### config.mk
export PLATFORM = sky130hd
export DESIGN_NAME = sliding_flip_corrector_flat
export DESIGN_NICKNAME = d
export VERILOG_FILES = /design/src/rtl/sliding_flip_corrector_if.sv /design/src/rtl/sliding_flip_corrector.sv /design/src/flat_wrapper.sv
export SDC_FILE = /design/constraint.sdc
export NUM_CORES = 1
export LEC_CHECK = 0
export CORE_MARGIN = 1.5
export CORE_UTILIZATION = 35
export CTS_BUF_LIST = sky130_fd_sc_hd__clkbuf_4 sky130_fd_sc_hd__clkbuf_8
export DETAILED_ROUTE_END_ITERATION = 8
export PLACE_DENSITY = 0.66
export SYNTH_ARGS = -nofsm -noshare
export SYNTH_HDL_FRONTEND = slang
export SYNTH_SLANG_ARGS = --single-unit
### constraint.sdc
create_clock -name clk -period 3.2 [get_ports clk]
set_clock_uncertainty 0.15 [all_clocks]
set_input_delay 0.64 -clock clk [delete_from_list [all_inputs] [get_ports clk]]
set_output_delay 0.64 -clock clk [all_outputs]
set_load 0.05 [all_outputs]
### src/rtl/sliding_flip_corrector_if.sv
// Word bus between the sliding detector and the flip corrector.
// The upstream side drives the sliced bits, per-position flags and delay tag;
// the corrector returns corrected words with their advanced delay tag.
interface sliding_flip_corrector_if #(
  parameter int width      = 16,
  parameter int flag_width = 3,
  parameter int tag_width  = 8
);
  logic                                 in_valid;
  logic [width-1:0]                     bits_in;
  logic [width-1:0][flag_width-1:0]     err_flags;
  logic [tag_width-1:0]                 bits_in_delay;
  logic                                 out_valid;
  logic [width-1:0]                     bits_out;
  logic [tag_width-1:0]                 bits_out_delay;

  modport master (
    output in_valid, bits_in, err_flags, bits_in_delay,
    input  out_valid, bits_out, bits_out_delay
  );

  modport slave (
    input  in_valid, bits_in, err_flags, bits_in_delay,
    output out_valid, bits_out, bits_out_delay
  );
endinterface

### src/rtl/sliding_flip_corrector.sv
// Sliding flip corrector: applies the flip pattern selected by each
// per-position error flag to the sliced bitstream, one word per valid cycle.
// Flips that run past the end of a word carry into the next word; overlapping
// flags are resolved greedily, earliest position first, by suppressing the
// depth-1 positions that follow a fired flag (also across word boundaries).
// Optional feature macro: FLIP_CORR_STATS_EN adds a saturating count of
// fired flags (flip_count_out) with a synchronous clear (stats_clear).
module sliding_flip_corrector #(
  parameter int width                = 16,
  parameter int num_of_flip_patterns = 4,
  parameter int flip_pattern_depth   = 3,
  parameter int flip_patterns [num_of_flip_patterns-1:0][flip_pattern_depth-1:0] =
    '{'{0, 1, 0}, '{0, 1, 1}, '{1, 1, 1}, '{1, 0, 1}},
  parameter int delay_width          = 4,
  parameter int width_width          = 4
) (
  input  logic                      clk,
  input  logic                      rstb,
`ifdef FLIP_CORR_STATS_EN
  input  logic                      stats_clear,
  output logic [15:0]               flip_count_out,
`endif
  sliding_flip_corrector_if.slave   bus
);

  localparam int flag_w  = $clog2(num_of_flip_patterns + 1);
  localparam int tag_w   = delay_width + width_width;
  // A depth-1 pattern never carries; keep a 1-bit (always zero) carry then.
  localparam int carry_w = (flip_pattern_depth > 1) ? flip_pattern_depth - 1 : 1;
  localparam int skip_w  = (flip_pattern_depth > 1) ? $clog2(flip_pattern_depth) : 1;

  logic [carry_w-1:0]       carry;
  logic [skip_w-1:0]        skip_cnt;

  // Flip mask extended past the word end; the top carry_w bits feed the next word.
  logic [width+carry_w-1:0] ext_mask;
  logic [skip_w-1:0]        suppress;
  logic [width-1:0]         corrected;
`ifdef FLIP_CORR_STATS_EN
  logic [15:0]              fire_cnt;
  logic [16:0]              cnt_sum;
`endif

  // Greedy scan of the flags, earliest first, building this word's flip mask.
  always_comb begin
    ext_mask = '0;
    suppress = skip_cnt;
`ifdef FLIP_CORR_STATS_EN
    fire_cnt = '0;
`endif
    for (int i = 0; i < width; i++) begin
      if (suppress != '0) begin
        suppress = suppress - skip_w'(1);
      end else begin
        // Flag values above the pattern count match no k and act as "no flip".
        for (int k = 0; k < num_of_flip_patterns; k++) begin
          if (bus.err_flags[i] == flag_w'(k + 1)) begin
            for (int j = 0; j < flip_pattern_depth; j++) begin
              if (flip_patterns[k][j] != 0) begin
                ext_mask[i+j] = ~ext_mask[i+j];
              end
            end
            suppress = skip_w'(flip_pattern_depth - 1);
`ifdef FLIP_CORR_STATS_EN
            fire_cnt = fire_cnt + 16'd1;
`endif
          end
        end
      end
    end
    corrected = bus.bits_in ^ ext_mask[width-1:0] ^ {{(width-carry_w){1'b0}}, carry};
  end

  // Output word register plus the carry/suppress state that crosses words;
  // gaps leave carry and skip_cnt untouched for the next valid word.
  always_ff @(posedge clk or negedge rstb) begin
    if (!rstb) begin
      bus.out_valid      <= 1'b0;
      bus.bits_out       <= '0;
      bus.bits_out_delay <= '0;
      carry              <= '0;
      skip_cnt           <= '0;
    end else begin
      bus.out_valid <= bus.in_valid;
      if (bus.in_valid) begin
        bus.bits_out       <= corrected;
        bus.bits_out_delay <= bus.bits_in_delay + tag_w'(1 << width_width);
        carry              <= ext_mask[width +: carry_w];
        skip_cnt           <= suppress;
      end
    end
  end

`ifdef FLIP_CORR_STATS_EN
  assign cnt_sum = {1'b0, flip_count_out} + {1'b0, fire_cnt};

  // Saturating fired-flag counter; a clear wins over a same-cycle add.
  always_ff @(posedge clk or negedge rstb) begin
    if (!rstb) begin
      flip_count_out <= '0;
    end else if (stats_clear) begin
      flip_count_out <= '0;
    end else if (bus.in_valid) begin
      flip_count_out <= cnt_sum[16] ? 16'hFFFF : cnt_sum[15:0];
    end
  end
`endif

endmodule

### src/flat_wrapper.sv
// flat-port wrapper written by rule: the top's interface ports become plain ports
module sliding_flip_corrector_flat 
#(
  parameter int width                = 16,
  parameter int num_of_flip_patterns = 4,
  parameter int flip_pattern_depth   = 3,
  parameter int flip_patterns [num_of_flip_patterns-1:0][flip_pattern_depth-1:0] =
    '{'{0, 1, 0}, '{0, 1, 1}, '{1, 1, 1}, '{1, 0, 1}},
  parameter int delay_width          = 4,
  parameter int width_width          = 4
)
  (clk, rstb, bus_in_valid, bus_bits_in, bus_err_flags, bus_bits_in_delay, bus_out_valid, bus_bits_out, bus_bits_out_delay);
  sliding_flip_corrector_if #(.width(width), .flag_width(3), .tag_width(8)) bus_i ();
  input  logic clk;
  input  logic rstb;
  input wire logic [$bits(bus_i.in_valid)-1:0] bus_in_valid;
  input wire logic [$bits(bus_i.bits_in)-1:0] bus_bits_in;
  input wire logic [$bits(bus_i.err_flags)-1:0] bus_err_flags;
  input wire logic [$bits(bus_i.bits_in_delay)-1:0] bus_bits_in_delay;
  output wire logic [$bits(bus_i.out_valid)-1:0] bus_out_valid;
  output wire logic [$bits(bus_i.bits_out)-1:0] bus_bits_out;
  output wire logic [$bits(bus_i.bits_out_delay)-1:0] bus_bits_out_delay;
  assign bus_i.in_valid = bus_in_valid;
  assign bus_i.bits_in = bus_bits_in;
  assign bus_i.err_flags = bus_err_flags;
  assign bus_i.bits_in_delay = bus_bits_in_delay;
  assign bus_out_valid = bus_i.out_valid;
  assign bus_bits_out = bus_i.bits_out;
  assign bus_bits_out_delay = bus_i.bits_out_delay;
  sliding_flip_corrector #(.width(width), .num_of_flip_patterns(num_of_flip_patterns), .flip_pattern_depth(flip_pattern_depth), .flip_patterns(flip_patterns), .delay_width(delay_width), .width_width(width_width)) u_core (.clk(clk), .rstb(rstb), .bus(bus_i));
endmodule
* Word level (Yosys, flattened, before mapping) *
Index checks and enable logic that the tools add are counted.
Widths: inputs -> output; s select.

word-level totals
  register bits after elaboration = 29
  input port bits = 75
  output and inout port bits = 25

cells by class
  add/subtract/negate cells = 17
  equality and inequality tests = 64
  muxes and demuxes = 238
  bitwise operators = 111
  reduce and logical (&&, ||, !) cells = 16

operators with widths
  operator             count
  $mux 2               112
  $mux 3               48
  $not 1->1            109
  $eq 3x2->1 const B   32
  $mux 1               78
  $eq 3x1->1 const B   16
  $eq 3x3->1 const B   16
  $reduce_bool 2->1    16
  $sub 2x1->2 const B  16
  $xor 16x16->16       1
  $xor 16x2->16        1
  $add 8x5->8 const B  1

* Longest topological paths before layout *
Gate-level depths: netlist (run 1).

  word-level depth = 194
  depth in mapped cells = 10
  mapped depth without buffers = 10

* Worst setup path after synthesis (run 1) *
Ideal clock, no wire load.

  kind = input to register
  start = in bus_err_flags[1]
  end = reg u_core.bus.bits_out[14]
  setup time = 0.087 ns
  arrival = 2.809 ns
  required time = 2.963 ns
  setup slack = 0.155 ns
  stages on the path = 10
  buffers on the path = 0
  cells stage by stage = o21a_1 > o31a_1 > and3_4 > o31a_1 > o21ai_2 > a21oi_2 > o31a_1 > a31oi_1 > or3b_1 > o211ai_1

between the ends
  word-level cells in the longest chain between the ends = 84

RTL lines
  item                    line                             text
  start: declaration      flat_wrapper.sv:18               input wire logic [$bits(bus_i.err_flags)-1:0] bus_err_flags;
  $eq 3x1->1              sliding_flip_corrector.sv:57     if (bus.err_flags[i] == flag_w'(k + 1)) begin
  $mux 2 (3 in a row)     sliding_flip_corrector.sv:57
  $mux 2 (*)              sliding_flip_corrector.sv:57
  $mux 2 (*)              sliding_flip_corrector.sv:52     if (suppress != '0) begin
  $mux 2 (4 in a row)     sliding_flip_corrector.sv:57
  $mux 2 (*)              sliding_flip_corrector.sv:52
  $mux 2 (4 in a row)     sliding_flip_corrector.sv:57
  $mux 2 (*)              sliding_flip_corrector.sv:52
  [... 60 more ...]       n/a
  $mux 3                  sliding_flip_corrector.sv:57
  $mux 3                  sliding_flip_corrector.sv:52
  $not 1->1               sliding_flip_corrector.sv:60     ext_mask[i+j] = ~ext_mask[i+j];
  $mux 2                  sliding_flip_corrector.sv:57
  $mux 2                  sliding_flip_corrector.sv:52
  $mux 3 (*)              sliding_flip_corrector.sv:52
  $xor 16x16->16 (*)      sliding_flip_corrector.sv:71     corrected = bus.bits_in ^ ext_mask[width-1:0] ^ {{(width-carry_w){1'b0}}, carry};
  $xor 16x2->16 (*)       sliding_flip_corrector.sv:71
  end signal: assignment  sliding_flip_corrector.sv:86     bus.bits_out <= corrected;
  end: declaration        sliding_flip_corrector_if.sv:24  output out_valid, bits_out, bits_out_delay

Every way passes the cells marked *; elsewhere a longest branch is shown, timed or not. The select of a mux whose other input is x is not followed.
A chain may end at the register's enable or synchronous reset.

* Final worst setup path (run 1) *
  start = in bus_err_flags[8]
  end = reg u_core.bus.bits_out[14]

between the ends
  word-level cells in the longest chain between the ends = 74

RTL lines
  item                 line
  $eq 3x1->1           sliding_flip_corrector.sv:57
  $mux 2 (3 in a row)  sliding_flip_corrector.sv:57
  $mux 2 (*)           sliding_flip_corrector.sv:57
  $mux 2 (*)           sliding_flip_corrector.sv:52
  $mux 2 (4 in a row)  sliding_flip_corrector.sv:57
  $mux 2 (*)           sliding_flip_corrector.sv:52
  $mux 2 (4 in a row)  sliding_flip_corrector.sv:57
  $mux 2 (*)           sliding_flip_corrector.sv:52
  [... 50 more ...]    n/a
  $mux 3               sliding_flip_corrector.sv:57
  $mux 3               sliding_flip_corrector.sv:52
  $not 1->1            sliding_flip_corrector.sv:60
  $mux 2               sliding_flip_corrector.sv:57
  $mux 2               sliding_flip_corrector.sv:52
  $mux 3 (*)           sliding_flip_corrector.sv:52
  $xor 16x16->16 (*)   sliding_flip_corrector.sv:71
  $xor 16x2->16 (*)    sliding_flip_corrector.sv:71

Marks and branches as above.

==> flow_results.xml, run 1 <==
<?xml version="1.0" encoding="UTF-8"?>
<metrics>
  <group name="worst_setup_path">
    <metric name="critical_path.max_fanout" unit="">3</metric>
    <metric name="category_of_the_most_critical_setup_path" unit="">in -&gt; reg</metric>
    <metric name="worst_ep_required_time" unit="ps">3210</metric>
    <metric name="worst-endpoint-arrival" unit="ps">3090</metric>
    <metric name="end_kind" unit="">flop</metric>
    <metric name="timing.critical_path.from_type" unit="">input pin</metric>
  </group>
  <group name="yosys">
    <metric name="synth_top_area_share" unit="%">27.8</metric>
    <metric name="yosys.area_share.xor_xnor" unit="%">18.8</metric>
    <metric name="postSynthRegisterBits" unit="">29</metric>
    <metric name="synth_area_leader_cell" unit="">sky130_fd_sc_hd__dfrtp_1</metric>
    <metric name="synth.top_cells.by_count" unit="">sky130_fd_sc_hd__nor2_1, sky130_fd_sc_hd__xnor2_1, sky130_fd_sc_hd__dfrtp_1, sky130_fd_sc_hd__a21oi_1, sky130_fd_sc_hd__xor2_1</metric>
    <metric name="synthesis.instances" unit="">306</metric>
    <metric name="ys_async_rst_share" unit="%">100</metric>
    <metric name="post_synth.cell_area_avg" unit="um^2">8.52</metric>
    <metric name="net_count_of_the_mapped_netlist" unit="">382</metric>
    <metric name="ys_top_cells_by_area" unit="">sky130_fd_sc_hd__dfrtp_1, sky130_fd_sc_hd__xnor2_1, sky130_fd_sc_hd__nor2_1</metric>
    <metric name="number_of_synthesized_flops_with_an_enable_pin" unit="">0</metric>
    <metric name="synth-simple-area-share" unit="%">18.5</metric>
    <metric name="synthAdderAreaFrac" unit="%">0.480</metric>
    <metric name="syn_area" unit="mm^2">0.00261</metric>
    <metric name="synthFlopType" unit="">sky130_fd_sc_hd__dfrtp_1</metric>
    <metric name="synth_compound_gate_area_share" unit="%">23.4</metric>
    <metric name="yosysMostFrequentCell" unit="">sky130_fd_sc_hd__nor2_1</metric>
    <metric name="synthDistinctLibCells" unit="">56</metric>
    <metric name="ys_warn_count" unit="">0</metric>
    <metric name="synth_mux_area_share" unit="%">8.88</metric>
    <metric name="ys_seq_area_share" unit="%">27.8</metric>
    <metric name="main_combinational_cell_family_by_area_after_synthesis" unit="">compound AO/OA/AOI/OAI gates</metric>
  </group>
  <group name="final_layout">
    <metric name="fill_cells" unit="">652</metric>
    <metric name="area.growth.synth_to_final" unit="%">69.0</metric>
    <metric name="num-nets-final" unit="">543</metric>
    <metric name="seqCellArea" unit="um^2">727</metric>
    <metric name="multiInputGateArea" unit="mm^2">0.00198</metric>
    <metric name="antennaDiodeCount" unit="">0</metric>
    <metric name="layout-drive-gt1-share" unit="%">26.5</metric>
  </group>
  <group name="cts">
    <metric name="worstSkewPairLatency" unit="ps">290</metric>
    <metric name="cts.hold.buffers_added" unit="">0</metric>
    <metric name="clkSinkCount" unit="">29</metric>
    <metric name="clk_pin_slew_worst_paths" unit="ps">70</metric>
    <metric name="clock_path_buffers" unit="">2</metric>
    <metric name="clk_root_buffer_cell" unit="">sky130_fd_sc_hd__clkbuf_8</metric>
    <metric name="clock_tree.htree_level_count" unit="">2</metric>
    <metric name="tritoncts" unit="">built</metric>
    <metric name="cts-buffers-inserted" unit="">5</metric>
  </group>
  <group name="die">
    <metric name="floorplan.io_pins" unit="">100</metric>
    <metric name="fp.dieW" unit="um">89.3</metric>
    <metric name="dieArea" unit="mm^2">0.00798</metric>
    <metric name="core_area" unit="mm^2">0.00721</metric>
    <metric name="die_y" unit="um">89.3</metric>
    <metric name="placementRows" unit="">31</metric>
    <metric name="initial_utilization" unit="%">36.1</metric>
  </group>
  <group name="timing">
    <metric name="measured_slew_at_the_worst_slew_check_pin" unit="ps">530</metric>
    <metric name="maxSlewViolCount" unit="">0</metric>
    <metric name="clock.fmax" unit="GHz">0.325</metric>
    <metric name="final-hold-violation-count" unit="">0</metric>
    <metric name="period_minus_slack" unit="ps">3080</metric>
    <metric name="report.final.setup_viol" unit="">0</metric>
    <metric name="setup_total_negative_slack" unit="ps">0</metric>
    <metric name="period_share" unit="%">96.3</metric>
    <metric name="slew_headroom" unit="%">64.5</metric>
  </group>
  <group name="routing">
    <metric name="route.detailed.wl_per_inst" unit="um">13.3</metric>
    <metric name="top_layer_in_use" unit="">met4</metric>
    <metric name="ant_nets" unit="">0</metric>
    <metric name="drc_errors" unit="">0</metric>
    <metric name="met2RoutedLength" unit="um">3800</metric>
    <metric name="drt_first_iter_violations" unit="">92</metric>
    <metric name="num_vias" unit="">2788</metric>
    <metric name="met3_length" unit="um">306</metric>
    <metric name="drt_first_pass_iters" unit="">4</metric>
    <metric name="met1Wirelength" unit="um">3380</metric>
    <metric name="finalWirelength" unit="um">7540</metric>
    <metric name="via_per_inst" unit="">4.92</metric>
  </group>
  <group name="global_route">
    <metric name="overflow" unit="">0</metric>
    <metric name="grt_pass1_vias" unit="">2733</metric>
    <metric name="antenna_found_initial" unit="">0</metric>
    <metric name="maximum_number_of_pins_on_one_net_before_global_route_repair" unit="">30</metric>
    <metric name="globalRouteTotalUtil" unit="%">18.7</metric>
    <metric name="grt_pass1_wl" unit="um">11800</metric>
  </group>
  <group name="placed_design">
    <metric name="gpl.final_weighted_congestion" unit="">0.867</metric>
    <metric name="placed_wire_length_estimate" unit="um">6010</metric>
    <metric name="port_buffers" unit="">99</metric>
  </group>
  <group name="flow_run">
    <metric name="max_cap_violations" unit="">0</metric>
  </group>
  <group name="power_and_ir_drop">
    <metric name="ir_worst_vdd" unit="mV">0.216</metric>
    <metric name="powerDensity" unit="mW/mm^2">483</metric>
    <metric name="p_leak" unit="nW">1.84</metric>
    <metric name="power.total" unit="W">0.00213</metric>
  </group>
  <group name="min_path">
    <metric name="worst_hold_path_type" unit="">reg -&gt; reg</metric>
  </group>
  <group name="run_status">
    <metric name="run_status" unit="">finished, final reports clean</metric>
  </group>
</metrics>
[timing repair]
item,CTS,global route
setup buffers,2,4
resized for setup,31,44
pin swaps,18,25
cloned,0,0
setup endpoints to repair,8,4
[cell families after synthesis]
family / after synthesis
buf+inv: 15
compound gates: 83
flops: 29
simple gates: 100
fa+ha+maj: 1
xor+xnor: 56
mux: 22
[layout make-up]
cell class / count / area share (%)
Inverter: 8 / 0.681
Tap cell: 99 / 2.81
Timing Repair Buffer: 161 / 32.1
Clock inverter: 3 / 1.48
Multi-Input combinational cell: 262 / 44.9
Clock buffer: 5 / 1.56
Sequential cell: 29 / 16.5
[state kept, by name (all words and copies together), names as in the netlist]
name	cells
u_core.carry	2
u_core.bus.bits_out	16
u_core.bus.bits_out_delay	8
u_core.bus.out_valid	1
u_core.skip_cnt	2
[placed cells by master (no fill, tap or decap), types with 7 or more instances in the layout]
cell                              Yosys  routed
sky130_fd_sc_hd__xnor2_1             38      38
sky130_fd_sc_hd__clkbuf_2             0      10
sky130_fd_sc_hd__mux2i_1             13      12
sky130_fd_sc_hd__mux2_2               9       9
sky130_fd_sc_hd__xor2_1              18      18
sky130_fd_sc_hd__a21oi_1             22      21
sky130_fd_sc_hd__dfrtp_1             29      28
sky130_fd_sc_hd__nor2_1              45      43
sky130_fd_sc_hd__o21ai_0             10      10
sky130_fd_sc_hd__buf_4                0      62
sky130_fd_sc_hd__nor3_1              12      10
sky130_fd_sc_hd__o32ai_1              7       7
sky130_fd_sc_hd__clkdlybuf4s50_1      0      79
sky130_fd_sc_hd__nand2_1             14      14
sky130_fd_sc_hd__inv_1                8       8
[worst paths after layout]
check,start,end,slack [ps],depth (start not counted)
max,bus_err_flags[8],u_core.bus.bits_out[14]$_DFFE_PN0P_,120,12
min,u_core.bus.bits_out_delay[4]$_DFFE_PN0P_,u_core.bus.bits_out_delay[4]$_DFFE_PN0P_,340,2
max reg2reg,u_core.skip_cnt[0]$_DFFE_PN0P_,u_core.bus.bits_out[14]$_DFFE_PN0P_,180,10
min reg2reg,u_core.bus.bits_out_delay[4]$_DFFE_PN0P_,u_core.bus.bits_out_delay[4]$_DFFE_PN0P_,340,2
max in group asynchronous,rstb,u_core.skip_cnt[1]$_DFFE_PN0P_,1970,2
min in group asynchronous,rstb,u_core.carry[0]$_DFFE_PN0P_,620,2
[worst max-delay path, stage by stage]
cell                              delay [ps]
sky130_fd_sc_hd__clkdlybuf4s15_1         260
sky130_fd_sc_hd__o21a_1                  200
sky130_fd_sc_hd__buf_4                   130
sky130_fd_sc_hd__o32ai_4                 100
sky130_fd_sc_hd__a311oi_2                370
sky130_fd_sc_hd__o31a_1                  210
sky130_fd_sc_hd__o21ai_2                  80
sky130_fd_sc_hd__a21oi_2                 240
sky130_fd_sc_hd__mux2i_2                 290
sky130_fd_sc_hd__a31oi_2                 140
sky130_fd_sc_hd__a222oi_1                300
sky130_fd_sc_hd__o211ai_1                140
[stage by stage]
step | cell area [um^2] | hold slack [ps] | setup slack, ps | instances | utilization [%]
5_1_grt | 4410 | 369 | -24.3 | 567 | 61.1
3_5_place_dp | 4110 | 327 | -511 | 553 | 57.0
4_1_cts | 4340 | 345 | 3.70 | 563 | 60.2
3_3_place_gp | 4110 | 322 | -415 | 553 | 57.0
2_1_floorplan | 2610 | 194 | 155 | 306 | -
6_report | 4410 | 341 | 119 | 567 | 61.1
[power breakdown]
part / switching, W / internal (W)
combinational: 0.000637 / 0.000533
clock: 0.000160 / 0.000309
sequential: 0.0000437 / 0.000447
[routing by layer]
metal / vias up / global-route usage, %
li1: 1429 / -
met1: 1290 / 23.9
met2: 65 / 33.4
met3: 4 / 3.14
met4: 0 / 3.36
met5: - / 0
Power figures use the tool's default switching activity.
==> run 2: changes to the inputs <==
CORE_ASPECT_RATIO = 0.7   (was default)
==> flow_results.xml, run 2 (synthesis gave the netlist of run 1 again) <==
<?xml version="1.0" encoding="UTF-8"?>
<metrics>
  <group name="placed_design">
    <metric name="placed_wire_length_estimate" unit="um">6000</metric>
    <metric name="port_buffers" unit="">99</metric>
    <metric name="gpl.final_weighted_congestion" unit="">0.817</metric>
    <metric name="dp.cells" unit="">542</metric>
  </group>
  <group name="die">
    <metric name="die_y" unit="um">75.2</metric>
    <metric name="core_area" unit="mm^2">0.00725</metric>
    <metric name="placementRows" unit="">26</metric>
    <metric name="initial_utilization" unit="%">35.9</metric>
    <metric name="fp.dieW" unit="um">106</metric>
    <metric name="dieArea" unit="mm^2">0.00799</metric>
    <metric name="floorplan.io_pins" unit="">100</metric>
  </group>
  <group name="power_and_ir_drop">
    <metric name="share_comb_of_total_power" unit="%">59.5</metric>
    <metric name="p_switching" unit="W">0.000855</metric>
    <metric name="sequentialPowerShare" unit="%">24.8</metric>
    <metric name="p_int" unit="W">0.00113</metric>
    <metric name="power_frac_clock" unit="%">15.7</metric>
    <metric name="p_leak" unit="nW">1.84</metric>
    <metric name="ir_worst_vdd" unit="mV">0.260</metric>
    <metric name="powerDensity" unit="mW/mm^2">454</metric>
    <metric name="sw_frac_of_total" unit="%">43.1</metric>
  </group>
  <group name="worst_setup_path">
    <metric name="worst-r2r-cell-count" unit="">11</metric>
    <metric name="category_of_the_most_critical_setup_path" unit="">in -&gt; reg</metric>
    <metric name="reg2reg_from" unit="">u_core.skip_cnt[0]$_DFFE_PN0P_</metric>
    <metric name="timing.critical_path.from_type" unit="">input pin</metric>
    <metric name="critical-path-max-stage-delay" unit="ps">380</metric>
    <metric name="timing.critical_path.cells" unit="">buf_8 &gt; o21a_4 &gt; o31a_1 &gt; a311oi_2 &gt; o31a_1 &gt; o21ai_2 &gt; a21oi_2 &gt; mux2i_2 &gt; buf_4 &gt; a22o_1 &gt; or3b_1 &gt; o211ai_1</metric>
    <metric name="critical_path.n_buffers_inverters" unit="">2</metric>
    <metric name="worst_path_max_delay_cell" unit="">sky130_fd_sc_hd__or3b_1</metric>
    <metric name="end_kind" unit="">flop</metric>
    <metric name="worst_ep_required_time" unit="ps">3250</metric>
    <metric name="reg2reg_end" unit="">u_core.bus.bits_out[14]$_DFFE_PN0P_</metric>
    <metric name="worst-r2r-setup-slack" unit="ps">100</metric>
    <metric name="worst-endpoint-arrival" unit="ps">3170</metric>
    <metric name="timing.critical_path.max_delay_family" unit="">compound AO/OA/AOI/OAI gates</metric>
    <metric name="critical_path.max_fanout" unit="">5</metric>
    <metric name="critical-path-top-cell-by-count" unit="">sky130_fd_sc_hd__o31a_1</metric>
  </group>
  <group name="final_layout">
    <metric name="layout-drive-gt1-share" unit="%">27.4</metric>
    <metric name="max_ffs_per_register" unit="">16</metric>
    <metric name="layout.cells.most_common" unit="">sky130_fd_sc_hd__clkdlybuf4s50_1</metric>
    <metric name="multiInputGateArea" unit="mm^2">0.00198</metric>
    <metric name="top_register" unit="">u_core.bus.bits_out</metric>
    <metric name="antennaDiodeCount" unit="">0</metric>
    <metric name="layout.cells.non_filler" unit="">565</metric>
    <metric name="reg_top3" unit="">u_core.bus.bits_out x16, u_core.bus.bits_out_delay x8</metric>
    <metric name="fill_cells" unit="">637</metric>
    <metric name="mostFrequentLayoutCells" unit="">sky130_fd_sc_hd__clkdlybuf4s50_1, sky130_fd_sc_hd__buf_4, sky130_fd_sc_hd__nor2_1</metric>
    <metric name="area.growth.synth_to_final" unit="%">67.8</metric>
    <metric name="num-nets-final" unit="">542</metric>
    <metric name="seqCellArea" unit="um^2">727</metric>
  </group>
  <group name="min_path">
    <metric name="worst_hold_path_type" unit="">reg -&gt; reg</metric>
    <metric name="worstHoldPathCells" unit="">2</metric>
    <metric name="hold_path_end" unit="">u_core.bus.bits_out_delay[4]$_DFFE_PN0P_</metric>
    <metric name="worst_hold_startpoint" unit="">u_core.bus.bits_out_delay[4]$_DFFE_PN0P_</metric>
  </group>
  <group name="routing">
    <metric name="drt_first_pass_iters" unit="">4</metric>
    <metric name="via_per_inst" unit="">4.92</metric>
    <metric name="finalWirelength" unit="um">7890</metric>
    <metric name="drt_first_iter_violations" unit="">136</metric>
    <metric name="route.detailed.wl_per_inst" unit="um">14.0</metric>
    <metric name="ant_nets" unit="">0</metric>
    <metric name="num_vias" unit="">2779</metric>
    <metric name="drc_errors" unit="">0</metric>
  </group>
  <group name="cts">
    <metric name="clock_tree.htree_level_count" unit="">2</metric>
    <metric name="clk_root_buffer_cell" unit="">sky130_fd_sc_hd__clkbuf_8</metric>
    <metric name="clk_pin_slew_worst_paths" unit="ps">70</metric>
    <metric name="tritoncts" unit="">built</metric>
    <metric name="cts-buffers-inserted" unit="">5</metric>
    <metric name="clkSinkCount" unit="">29</metric>
    <metric name="clock_path_buffers" unit="">2</metric>
    <metric name="worstSkewPairLatency" unit="ps">290</metric>
  </group>
  <group name="global_route">
    <metric name="global_route.usage.met3" unit="%">4.07</metric>
    <metric name="use_met1" unit="%">26.1</metric>
    <metric name="antenna_found_initial" unit="">0</metric>
    <metric name="grt_pass1_wl" unit="um">12400</metric>
    <metric name="overflow" unit="">0</metric>
    <metric name="globalRouteTotalUtil" unit="%">19.5</metric>
    <metric name="maximum_number_of_pins_on_one_net_before_global_route_repair" unit="">30</metric>
    <metric name="global_route.usage.met2" unit="%">33.3</metric>
    <metric name="grt-busiest-layer" unit="">met2</metric>
    <metric name="grt_pass1_vias" unit="">2723</metric>
  </group>
  <group name="timing">
    <metric name="final-hold-violation-count" unit="">0</metric>
    <metric name="maxSlewViolCount" unit="">0</metric>
    <metric name="measured_slew_at_the_worst_slew_check_pin" unit="ps">548</metric>
    <metric name="setup_total_negative_slack" unit="ps">0</metric>
    <metric name="period_share" unit="%">97.4</metric>
    <metric name="clock.fmax" unit="GHz">0.321</metric>
    <metric name="report.final.setup_viol" unit="">0</metric>
    <metric name="worst_hold_slack" unit="ps">344</metric>
    <metric name="rsz0062_at_grt" unit="">true</metric>
    <metric name="slew_headroom" unit="%">63.5</metric>
    <metric name="period_minus_slack" unit="ps">3120</metric>
  </group>
  <group name="run_status">
    <metric name="run_status" unit="">finished, final reports clean</metric>
  </group>
  <group name="flow_run">
    <metric name="max_cap_violations" unit="">0</metric>
  </group>
</metrics>
## run 2: final cells by class
| class | count | share of cell area (%) |
|---|---|---|
| Inverter | 8 | 0.686 |
| Timing Repair Buffer | 160 | 32.7 |
| Tap cell | 98 | 2.80 |
| Multi-Input combinational cell | 262 | 45.2 |
| Clock buffer | 5 | 1.57 |
| Clock inverter | 3 | 0.400 |
| Sequential cell | 29 | 16.6 |
## run 2: layer usage
layer	wire (um)	part of all wire, %
met5	0	0
met4	6	0.076
met3	513	6.5
met2	3640	46
met1	3730	47
## run 2: through the flow
step	setup WS, ps	area [um^2]	total power [W]	util [%]
after global routing	-52.2	4380	0.00211	60.3
after floorplan	155	2610	0.00116	-
after detailed placement	-505	4040	0.00160	55.6
after CTS	3.06	4230	0.00196	58.2
after global placement	-409	4040	0.00159	55.6
final	83.9	4380	0.00198	60.3
## run 2: what timing repair did
item,in CTS,in global routing
setup buffers,2,13
hold buffers,0,0
pin swaps,14,24
cloned,0,0
setup endpoints to repair,9,9
gates resized for setup,32,51
## run 2: power groups by stage
stage	combinational, W	sequential (W)	clock [W]
6_report	0.00118	0.000492	0.000311
4_1_cts	0.00114	0.000495	0.000325
5_1_grt	0.00126	0.000501	0.000341
2_1_floorplan	0.000411	0.000750	0
3_5_place_dp	0.00110	0.000501	0
3_3_place_gp	0.00109	0.000499	0
## run 2: worst min-delay path: stages, from the launching register on
cell                      delay [ps]
sky130_fd_sc_hd__dfrtp_1         340
sky130_fd_sc_hd__nand2_1          50
sky130_fd_sc_hd__o21ai_0          60
## run 2: worst max-delay path by stage
stage / from / end / slack [ps] / cells past startpoint
finish: bus_err_flags[1] / u_core.bus.bits_out[14]$_DFFE_PN0P_ / 80 / 12
global placement: bus_err_flags[1] / u_core.bus.bits_out[14]$_DFFE_PN0P_ / -410 / 11
global route: bus_err_flags[21] / u_core.bus.bits_out[14]$_DFFE_PN0P_ / -50 / 10
CTS: bus_err_flags[16] / u_core.bus.bits_out[15]$_DFFE_PN0P_ / 3 / 13
floorplan: bus_err_flags[1] / u_core.bus.bits_out[14]$_DFFE_PN0P_ / 150 / 10
detailed placement: bus_err_flags[1] / u_core.bus.bits_out[14]$_DFFE_PN0P_ / -500 / 11
